File: src/rtl/if_id_stage.sv
// Instruction fetch stage with program counter and IF/ID pipeline register for the RV32IM pipeline.
// Latency: the fetched word reaches ID_* one edge after the first cycle that memory is ready; zero-wait throughput is 1/cycle.
// Backpressure: STALL freezes the PC and IF/ID. IMEM_BUSYWAIT holds the PC and bubbles ID. A redirect during a busy access waits in DRAIN.
module if_id_stage #(
  parameter logic [31:0] RESET_PC  = 32'h0000_0000,
  parameter logic [31:0] NOP_INSTR = 32'h0000_0013
) (
  input  logic        CLK,
  input  logic        RESETN,
  input  logic        STALL,
  input  logic        BRANCH_TAKEN,
  input  logic [31:0] BRANCH_TARGET,
  output logic [31:0] IMEM_ADDR,
  output logic        IMEM_READ,
  input  logic [31:0] IMEM_INSTR,
  input  logic        IMEM_BUSYWAIT,
  output logic [31:0] ID_PC,
  output logic [31:0] ID_PC4,
  output logic [31:0] ID_INSTR,
  output logic        ID_VALID,
  output logic        FETCH_STALL
);

  typedef enum logic [1:0] {
    S_BOOT  = 2'd0,
    S_FETCH = 2'd1,
    S_DRAIN = 2'd2
  } state_t;

  state_t      state_q;
  logic [31:0] pc_q;
  logic [31:0] pending_q;
  logic        imem_read_q;
  logic [31:0] id_pc_q;
  logic [31:0] id_pc4_q;
  logic [31:0] id_instr_q;
  logic        id_valid_q;

  logic [31:0] target_aligned;
  logic [31:0] pc_plus4;
  logic [31:0] drain_target;
  logic        tgt_lsb_unused;

  // Redirect targets are word aligned; the low two bits carry no meaning.
  assign target_aligned = {BRANCH_TARGET[31:2], 2'b00};
  assign tgt_lsb_unused = ^BRANCH_TARGET[1:0];
  assign pc_plus4       = pc_q + 32'd4;
  // While draining, a fresh redirect overrides the one already deferred.
  assign drain_target   = BRANCH_TAKEN ? target_aligned : pending_q;

  // Fetch control FSM, program counter and IF/ID register, all updated together.
  always_ff @(posedge CLK or negedge RESETN) begin
    if (!RESETN) begin
      state_q     <= S_BOOT;
      pc_q        <= RESET_PC;
      pending_q   <= 32'd0;
      imem_read_q <= 1'b0;
      id_pc_q     <= 32'd0;
      id_pc4_q    <= 32'd0;
      id_instr_q  <= NOP_INSTR;
      id_valid_q  <= 1'b0;
    end else begin
      case (state_q)
        S_BOOT: begin
          state_q     <= S_FETCH;
          imem_read_q <= 1'b1;
        end
        S_FETCH: begin
          if (BRANCH_TAKEN) begin
            // Flush the wrong-path instruction; ID_PC/ID_PC4 keep their last values.
            id_instr_q <= NOP_INSTR;
            id_valid_q <= 1'b0;
            if (IMEM_BUSYWAIT) begin
              // Keep the address stable until the in-flight access completes.
              pending_q <= target_aligned;
              state_q   <= S_DRAIN;
            end else begin
              pc_q <= target_aligned;
            end
          end else if (STALL) begin
            // Hold everything; the returned word is dropped and fetched again later.
          end else if (IMEM_BUSYWAIT) begin
            id_instr_q <= NOP_INSTR;
            id_valid_q <= 1'b0;
          end else begin
            id_pc_q    <= pc_q;
            id_pc4_q   <= pc_plus4;
            id_instr_q <= IMEM_INSTR;
            id_valid_q <= 1'b1;
            pc_q       <= pc_plus4;
          end
        end
        S_DRAIN: begin
          id_instr_q <= NOP_INSTR;
          id_valid_q <= 1'b0;
          if (IMEM_BUSYWAIT) begin
            pending_q <= drain_target;
          end else begin
            // The wrong-path word completes here and is discarded.
            pc_q    <= drain_target;
            state_q <= S_FETCH;
          end
        end
        default: begin
          state_q <= S_BOOT;
        end
      endcase
    end
  end

  assign IMEM_ADDR   = pc_q;
  assign IMEM_READ   = imem_read_q;
  assign ID_PC       = id_pc_q;
  assign ID_PC4      = id_pc4_q;
  assign ID_INSTR    = id_instr_q;
  assign ID_VALID    = id_valid_q;
  assign FETCH_STALL = ((state_q == S_FETCH) && IMEM_BUSYWAIT) ||
                       (state_q == S_DRAIN) || (state_q == S_BOOT);

endmodule

File: config.mk
export PLATFORM = sky130hd
export DESIGN_NAME = if_id_stage
export DESIGN_NICKNAME = d
export VERILOG_FILES = /design/src/rtl/if_id_stage.sv
export SDC_FILE = /design/constraint.sdc
export NUM_CORES = 1
export LEC_CHECK = 0
export ABC_AREA = 1
export CAP_MARGIN = 15
export CELL_PAD_IN_SITES_DETAIL_PLACEMENT = 0
export CELL_PAD_IN_SITES_GLOBAL_PLACEMENT = 2
export CORE_UTILIZATION = 28
export CTS_BUF_LIST = sky130_fd_sc_hd__clkbuf_8 sky130_fd_sc_hd__clkbuf_16
export DETAILED_ROUTE_END_ITERATION = 8
export PLACE_DENSITY = 0.81
export SLEW_MARGIN = 25
export SYNTH_ARGS = -nofsm -noshare
export SYNTH_HDL_FRONTEND = slang
export SYNTH_SLANG_ARGS = --single-unit
File: constraint.sdc
create_clock -name CLK -period 2.27 [get_ports CLK]
set_clock_uncertainty 0.1 [all_clocks]
set_input_delay 0.3405 -clock CLK [delete_from_list [all_inputs] [get_ports CLK]]
set_output_delay 0.3405 -clock CLK [all_outputs]
set_load 0.02 [all_outputs]
# After elaboration in Yosys (flattened, before gate mapping)
# Cells that the tools add are included.
# word_totals
ff_bits	164
inputBits	69
output_inout_bits	131
wordCells	53
# classes
add_sub_neg	1
n_eq_ne	8
muxes	23
bitwise	3
reduce_logical	10
# op_table
operator	count
32-bit 2-to-1 mux	12
32-bit case mux with 2 select lines	3
32-bit by 3-bit adder with 32-bit output (second input constant)	1
4-bit AND reduction	3
2-bit inequality test (second input constant)	5
2-bit 2-to-1 mux	3
2-bit case mux with 3 select lines	1
1-bit 2-to-1 mux	3
3-bit inequality test (second input constant)	1
1-bit NOT	3
3-bit AND reduction	1
2-bit by 1-bit equality test with 1-bit output (second input constant)	1
2-bit equality test (second input constant)	1
2-bit logical NOT	1
1-bit logical OR	2
1-bit case mux with 2 select lines	1
2-bit AND reduction	1
2-bit nonzero test	1
1-bit logical AND	1

# Logic depth before layout (Yosys ltp)
# Gate-level depths: netlist of run 1.
# depth
depth_word	5
ltp_mapped	12
depth_no_buf	10

# Worst setup path before layout of run 1
# OpenSTA, ideal clock, no wires.
# synth_timing
path_kind	reg-to-reg
start	register state_q[1]
end	register pc_q[7] (netlist: IMEM_ADDR[7])
setup_time_ps	129
arrival_time_ps	1499
t_required_ps	2041
setup_slack_ps	542
path_stages_with_launch	12
n_path_buf	2
synth_period_minus_slack_ps	1728
cell_sequence	dfrtp_1 inv_1 ha_1 inv_1 nand2_1 nand2_2 nor2_4 buf_6 inv_4 buf_4 nor2_1 a22oi_1
# synth_between
elab_chain_len	3
word_cells_on_any_way	8
cone_classes	eq/ne (5); mux (1); reduce/logical (2)
# synth_lines
element	line_no	rtl
start: declaration	30	state_t state_q;
start signal: assignment	54	state_q <= S_BOOT;
start signal: assignment	65	state_q <= S_FETCH;
start signal: assignment	76	state_q <= S_DRAIN;
2-bit by 1-bit equality test with 1-bit output / 2-bit equality test (equally long branches)	63	case (state_q)
3-bit inequality test (no source line) (tied with other cells)	n/a	
4-bit AND reduction (no source line)	n/a	
end signal: assignment	78	pc_q <= target_aligned;
end signal: assignment	90	pc_q <= pc_plus4;
end signal: assignment	100	pc_q <= drain_target;
end: declaration	31	logic [31:0] pc_q;
# Parallel ways exist; a longest one is shown, timed or not.
# A chain may end at the register's enable or synchronous reset.

# Worst setup path after layout of run 1
# layout_timing
start	register state_q[1]
end	output port FETCH_STALL
# layout_between
elab_chain_len	4
word_cells_on_any_way	6
cone_classes	eq/ne (2); reduce/logical (4)
# layout_lines
element	line_no	rtl
2-bit by 1-bit equality test with 1-bit output	117	assign FETCH_STALL = ((state_q == S_FETCH) && IMEM_BUSYWAIT) ||
1-bit logical AND	117	
1-bit logical OR	117	
1-bit logical OR *	118	(state_q == S_DRAIN) || (state_q == S_BOOT);
end: declaration	21	output logic FETCH_STALL
# Every way passes the cells marked *; elsewhere a longest branch is shown, timed or not.

==> impl_metrics.sql, run 1 <==
INSERT INTO impl_metrics (metric_group, metric, value, unit) VALUES
('hold_path', 'classification_of_the_worst_slack_hold_path', 'in2async', ''),
('global_route', 'gr-usage-all-layers', '0.173', ''),
('setup_path', 'critical_path_required', '1.83', 'ns'),
('run', 'timing.max_cap.violations', '0', ''),
('status', 'status', 'completed', ''),
('die', 'floorplan_core_area', '0.0261', 'mm^2'),
('die', 'boundaryPins', '200', ''),
('synthesis', 'yosysSeqAreaShare', '0.546', ''),
('setup_path', 'criticalPathCategory', 'reg2out', ''),
('synthesis', 'yosysTopAreaCellShare', '0.536', ''),
('synthesis', 'synth.ff_latch_count', '162', ''),
('setup_path', 'max_stage_delay', '0.38', 'ns'),
('sta', 'rsz_0062_raised_after_global_routing', 'false', ''),
('placed_design', 'port_buffer_count', '197', ''),
('placed_design', 'placement.cell_area', '0.00990', 'mm^2'),
('setup_path', 'worst_setup_path_end_kind', 'primary output', ''),
('setup_path', 'ff2ff_path_depth', '9', ''),
('setup_path', 'critical_path.slowest_cell', 'dfrtp_1', ''),
('synthesis', 'synth.avg_cell_area', '8.63', 'um^2'),
('synthesis', 'synth.net_count', '935', ''),
('sta', 'hold_slack', '0.316', 'ns'),
('final_layout', 'drive_gt1_frac', '0.0801', ''),
('die', 'rows', '59', ''),
('route', 'vias_per_cell', '4.46', ''),
('final_layout', 'layout.filler_cells', '2658', ''),
('synthesis', 'synth-edff-count', '0', ''),
('setup_path', 'critPathBufInv', '3', ''),
('die', 'start_util', '0.285', ''),
('clock_network', 'cts-htree-levels', '4', ''),
('synthesis', 'synth_area_leader_cell', 'dfrtp_1', ''),
('sta', 'highest_clock_rate', '478', 'MHz'),
('clock_network', 'cts_root_buf', 'clkbuf_16', ''),
('sta', 'worst-slew-pin-transition', '0.512', 'ns'),
('clock_network', 'worst_skew_pair.late_latency', '0.44', 'ns'),
('route', 'drt_pass1_iterations', '5', ''),
('final_layout', 'final_nets', '1135', ''),
('sta', 'post-route-period-util', '0.922', ''),
('setup_path', 'timing.critical_path.arrival', '1.65', 'ns'),
('setup_path', 'crit_path_launch_type', 'flop', ''),
('global_route', 'overflow', '0', ''),
('clock_network', 'cts_tree', 'yes', ''),
('sta', 'final-setup-viol-count', '0', ''),
('setup_path', 'timing.critical_path.mode_cell', 'inv_1', ''),
('sta', 'timing_hold_violations_final', '0', ''),
('final_layout', 'final_design_area_no_fill', '0.0105', 'mm^2'),
('route', 'post-route-drc-count', '0', ''),
('sta', 'final_max_slew_violation_count', '0', ''),
('synthesis', 'netlist-cell-type-count', '37', ''),
('clock_network', 'clkSinkCount', '162', ''),
('power_and_ir_drop', 'leakagePower', '0.00491', 'uW'),
('power_and_ir_drop', 'ir_drop', '0.671', 'mV'),
('setup_path', 'timing.critical_path.cells', 'inv_1, ha_1, inv_1, o21ai_0, clkbuf_2', ''),
('route', 'ant_nets', '0', ''),
('global_route', 'largest_net_degree_at_the_start_of_global_routing', '48', ''),
('route', 'vias', '6289', ''),
('die', 'dieArea', '0.0272', 'mm^2'),
('setup_path', 'worst_r2r_startpoint', 'state_q[0]', ''),
('synthesis', 'asyncSetResetFlopFracSynth', '1.00', ''),
('setup_path', 'worst-r2r-setup-slack', '0.32', 'ns'),
('global_route', 'number_of_global_route_vias_before_repair', '5961', ''),
('synthesis', 'synth.yosys.warnings', '0', ''),
('setup_path', 'path_max_fanout', '4', ''),
('setup_path', 'cpLargestDelayFamily', 'buffers and inverters', ''),
('clock_network', 'clk_path_buf_depth', '2', ''),
('sta', 'slew_headroom', '0.655', ''),
('placed_design', 'sum_of_net_half_perimeters_after_detailed_placement', '17100', 'um'),
('final_layout', 'diodes_inserted', '0', ''),
('route', 'drt-initial-drc-count', '395', ''),
('final_layout', 'final-seq-area', '0.00406', 'mm^2'),
('power_and_ir_drop', 'power.density', '1440', 'mW/mm^2'),
('die', 'fp.dieW', '165', 'um');
-- worst reg2reg max path: cells and delay by family, from the launching register on --
kind | cells | cell delay, ns
fa+ha+maj | 1 | 0.24
compound gates | 1 | 0.11
simple gates | 3 | 0.32
buf+inv | 3 | 0.43
mux | 1 | 0.20
flops | 1 | 0.42
-- per-stage QoR --
step           setup slack [ns]  total power [uW]   util  instances
2_1_floorplan             0.542              8890      -        861
3_3_place_gp              0.157             12200  0.380       1376
3_5_place_dp              0.173             12300  0.380       1376
4_1_cts                  0.0130             15400  0.404       1409
5_1_grt                  0.0940             16200  0.403       1409
6_report                  0.177             15200  0.403       1409
-- final cells by class --
class,instances,share of cell area
clock buffers,18,0.0418
clock inverters,14,0.0161
inverters,83,0.0299
multi-input cells,575,0.270
flip-flops and latches,162,0.386
well taps,335,0.0399
repair buffers,222,0.216
-- registers in the layout (all words and copies together) (netlist names) --
signal	count
state_q	2
IMEM_ADDR	32
ID_PC4	30
ID_PC	32
ID_VALID	1
IMEM_READ	1
pending_q	32
ID_INSTR	32
-- cells in the final DEF (no fill, tap or decap), types with 2 or more instances in the layout --
cell,synthesis,layout
inv_1,74,74
a21oi_1,6,6
a22oi_1,7,7
nor3_1,2,2
nor2_2,4,4
and2_1,2,2
nor2_4,4,4
o21ai_1,45,45
a21boi_1,11,11
clkdlybuf4s50_1,0,195
nand3_1,21,21
o21ai_0,53,53
mux2i_1,6,6
mux2_1,3,3
nand2_2,4,5
clkinv_4,0,4
a22o_1,29,29
xor2_1,16,16
nor2_1,59,59
buf_4,8,15
nand4_1,2,2
inv_6,0,5
o22a_1,3,3
ha_1,5,5
buf_12,0,9
dfstp_2,3,3
clkbuf_16,0,17
nand2_1,280,279
bufinv_16,0,2
inv_2,8,8
dfrtp_1,159,159
a31oi_1,6,6
inv_8,0,2
-- per-layer routing --
layer	share of wire	up-vias	global-route usage
li1	-	3146	-
met1	0.49	2984	0.253
met2	0.45	142	0.258
met3	0.048	17	0.0334
met4	0.012	0	0.0488
met5	0	-	0
-- worst max path at each step --
| stage | slack, ns | to | start | cells past startpoint |
|---|---|---|---|---|
| 2_1_floorplan | 0.54 | IMEM_ADDR[7] | state_q[1] | 11 |
| 3_3_place_gp | 0.16 | FETCH_STALL | IMEM_BUSYWAIT | 4 |
| 3_5_place_dp | 0.17 | FETCH_STALL | IMEM_BUSYWAIT | 4 |
| 4_1_cts | 0.01 | FETCH_STALL | state_q[1] | 5 |
| 5_1_grt | 0.09 | FETCH_STALL | state_q[1] | 5 |
| 6_report | 0.18 | FETCH_STALL | state_q[1] | 5 |
-- Yosys cell counts, types with 3 or more instances --
| cell | number |
|---|---|
| nand2_1 | 280 |
| dfrtp_1 | 159 |
| inv_1 | 74 |
| nor2_1 | 59 |
| o21ai_0 | 53 |
| o21ai_1 | 45 |
| a22o_1 | 29 |
| clkbuf_1 | 24 |
| nand3_1 | 21 |
| xor2_1 | 16 |
| a21boi_1 | 11 |
| buf_4 | 8 |
| inv_2 | 8 |
| a22oi_1 | 7 |
| a21oi_1 | 6 |
| a31oi_1 | 6 |
| mux2i_1 | 6 |
| buf_2 | 5 |
| ha_1 | 5 |
| buf_6 | 4 |
| nand2_2 | 4 |
| nor2_2 | 4 |
| nor2_4 | 4 |
| dfstp_2 | 3 |
| mux2_1 | 3 |
| o22a_1 | 3 |
-- power breakdown --
part	internal [uW]	switching, uW
combinational	3080	3910
clock	1690	1330
sequential	4170	969
total	8940	6210
-- repair_timing --
action,in CTS,in global routing
resized for setup,1,3
hold buffers,1,0
setup endpoints to repair,1,1
endpoints found under the hold margin,40,0
cloned,0,0
pin swaps,0,0
setup buffers,0,0
-- cell families after synthesis --
family	count (synthesis)	share of synthesized area
adder cells (fa/ha/maj)	5	0.00842
AND/OR/NAND/NOR	381	0.207
AO/OA/AOI/OAI	163	0.134
multiplexers	9	0.0126
flip-flops	162	0.546
XOR/XNOR	17	0.0200
buffers and inverters	124	0.0719
Note: power is estimated with default switching activity, not from simulation.
==> run 2, diff against run 1 <==
Settings changed: CAP_MARGIN 15 to 25.
==> results of run 2 <==
No change in the layout: final DEF, timing and power equal those of run 1.
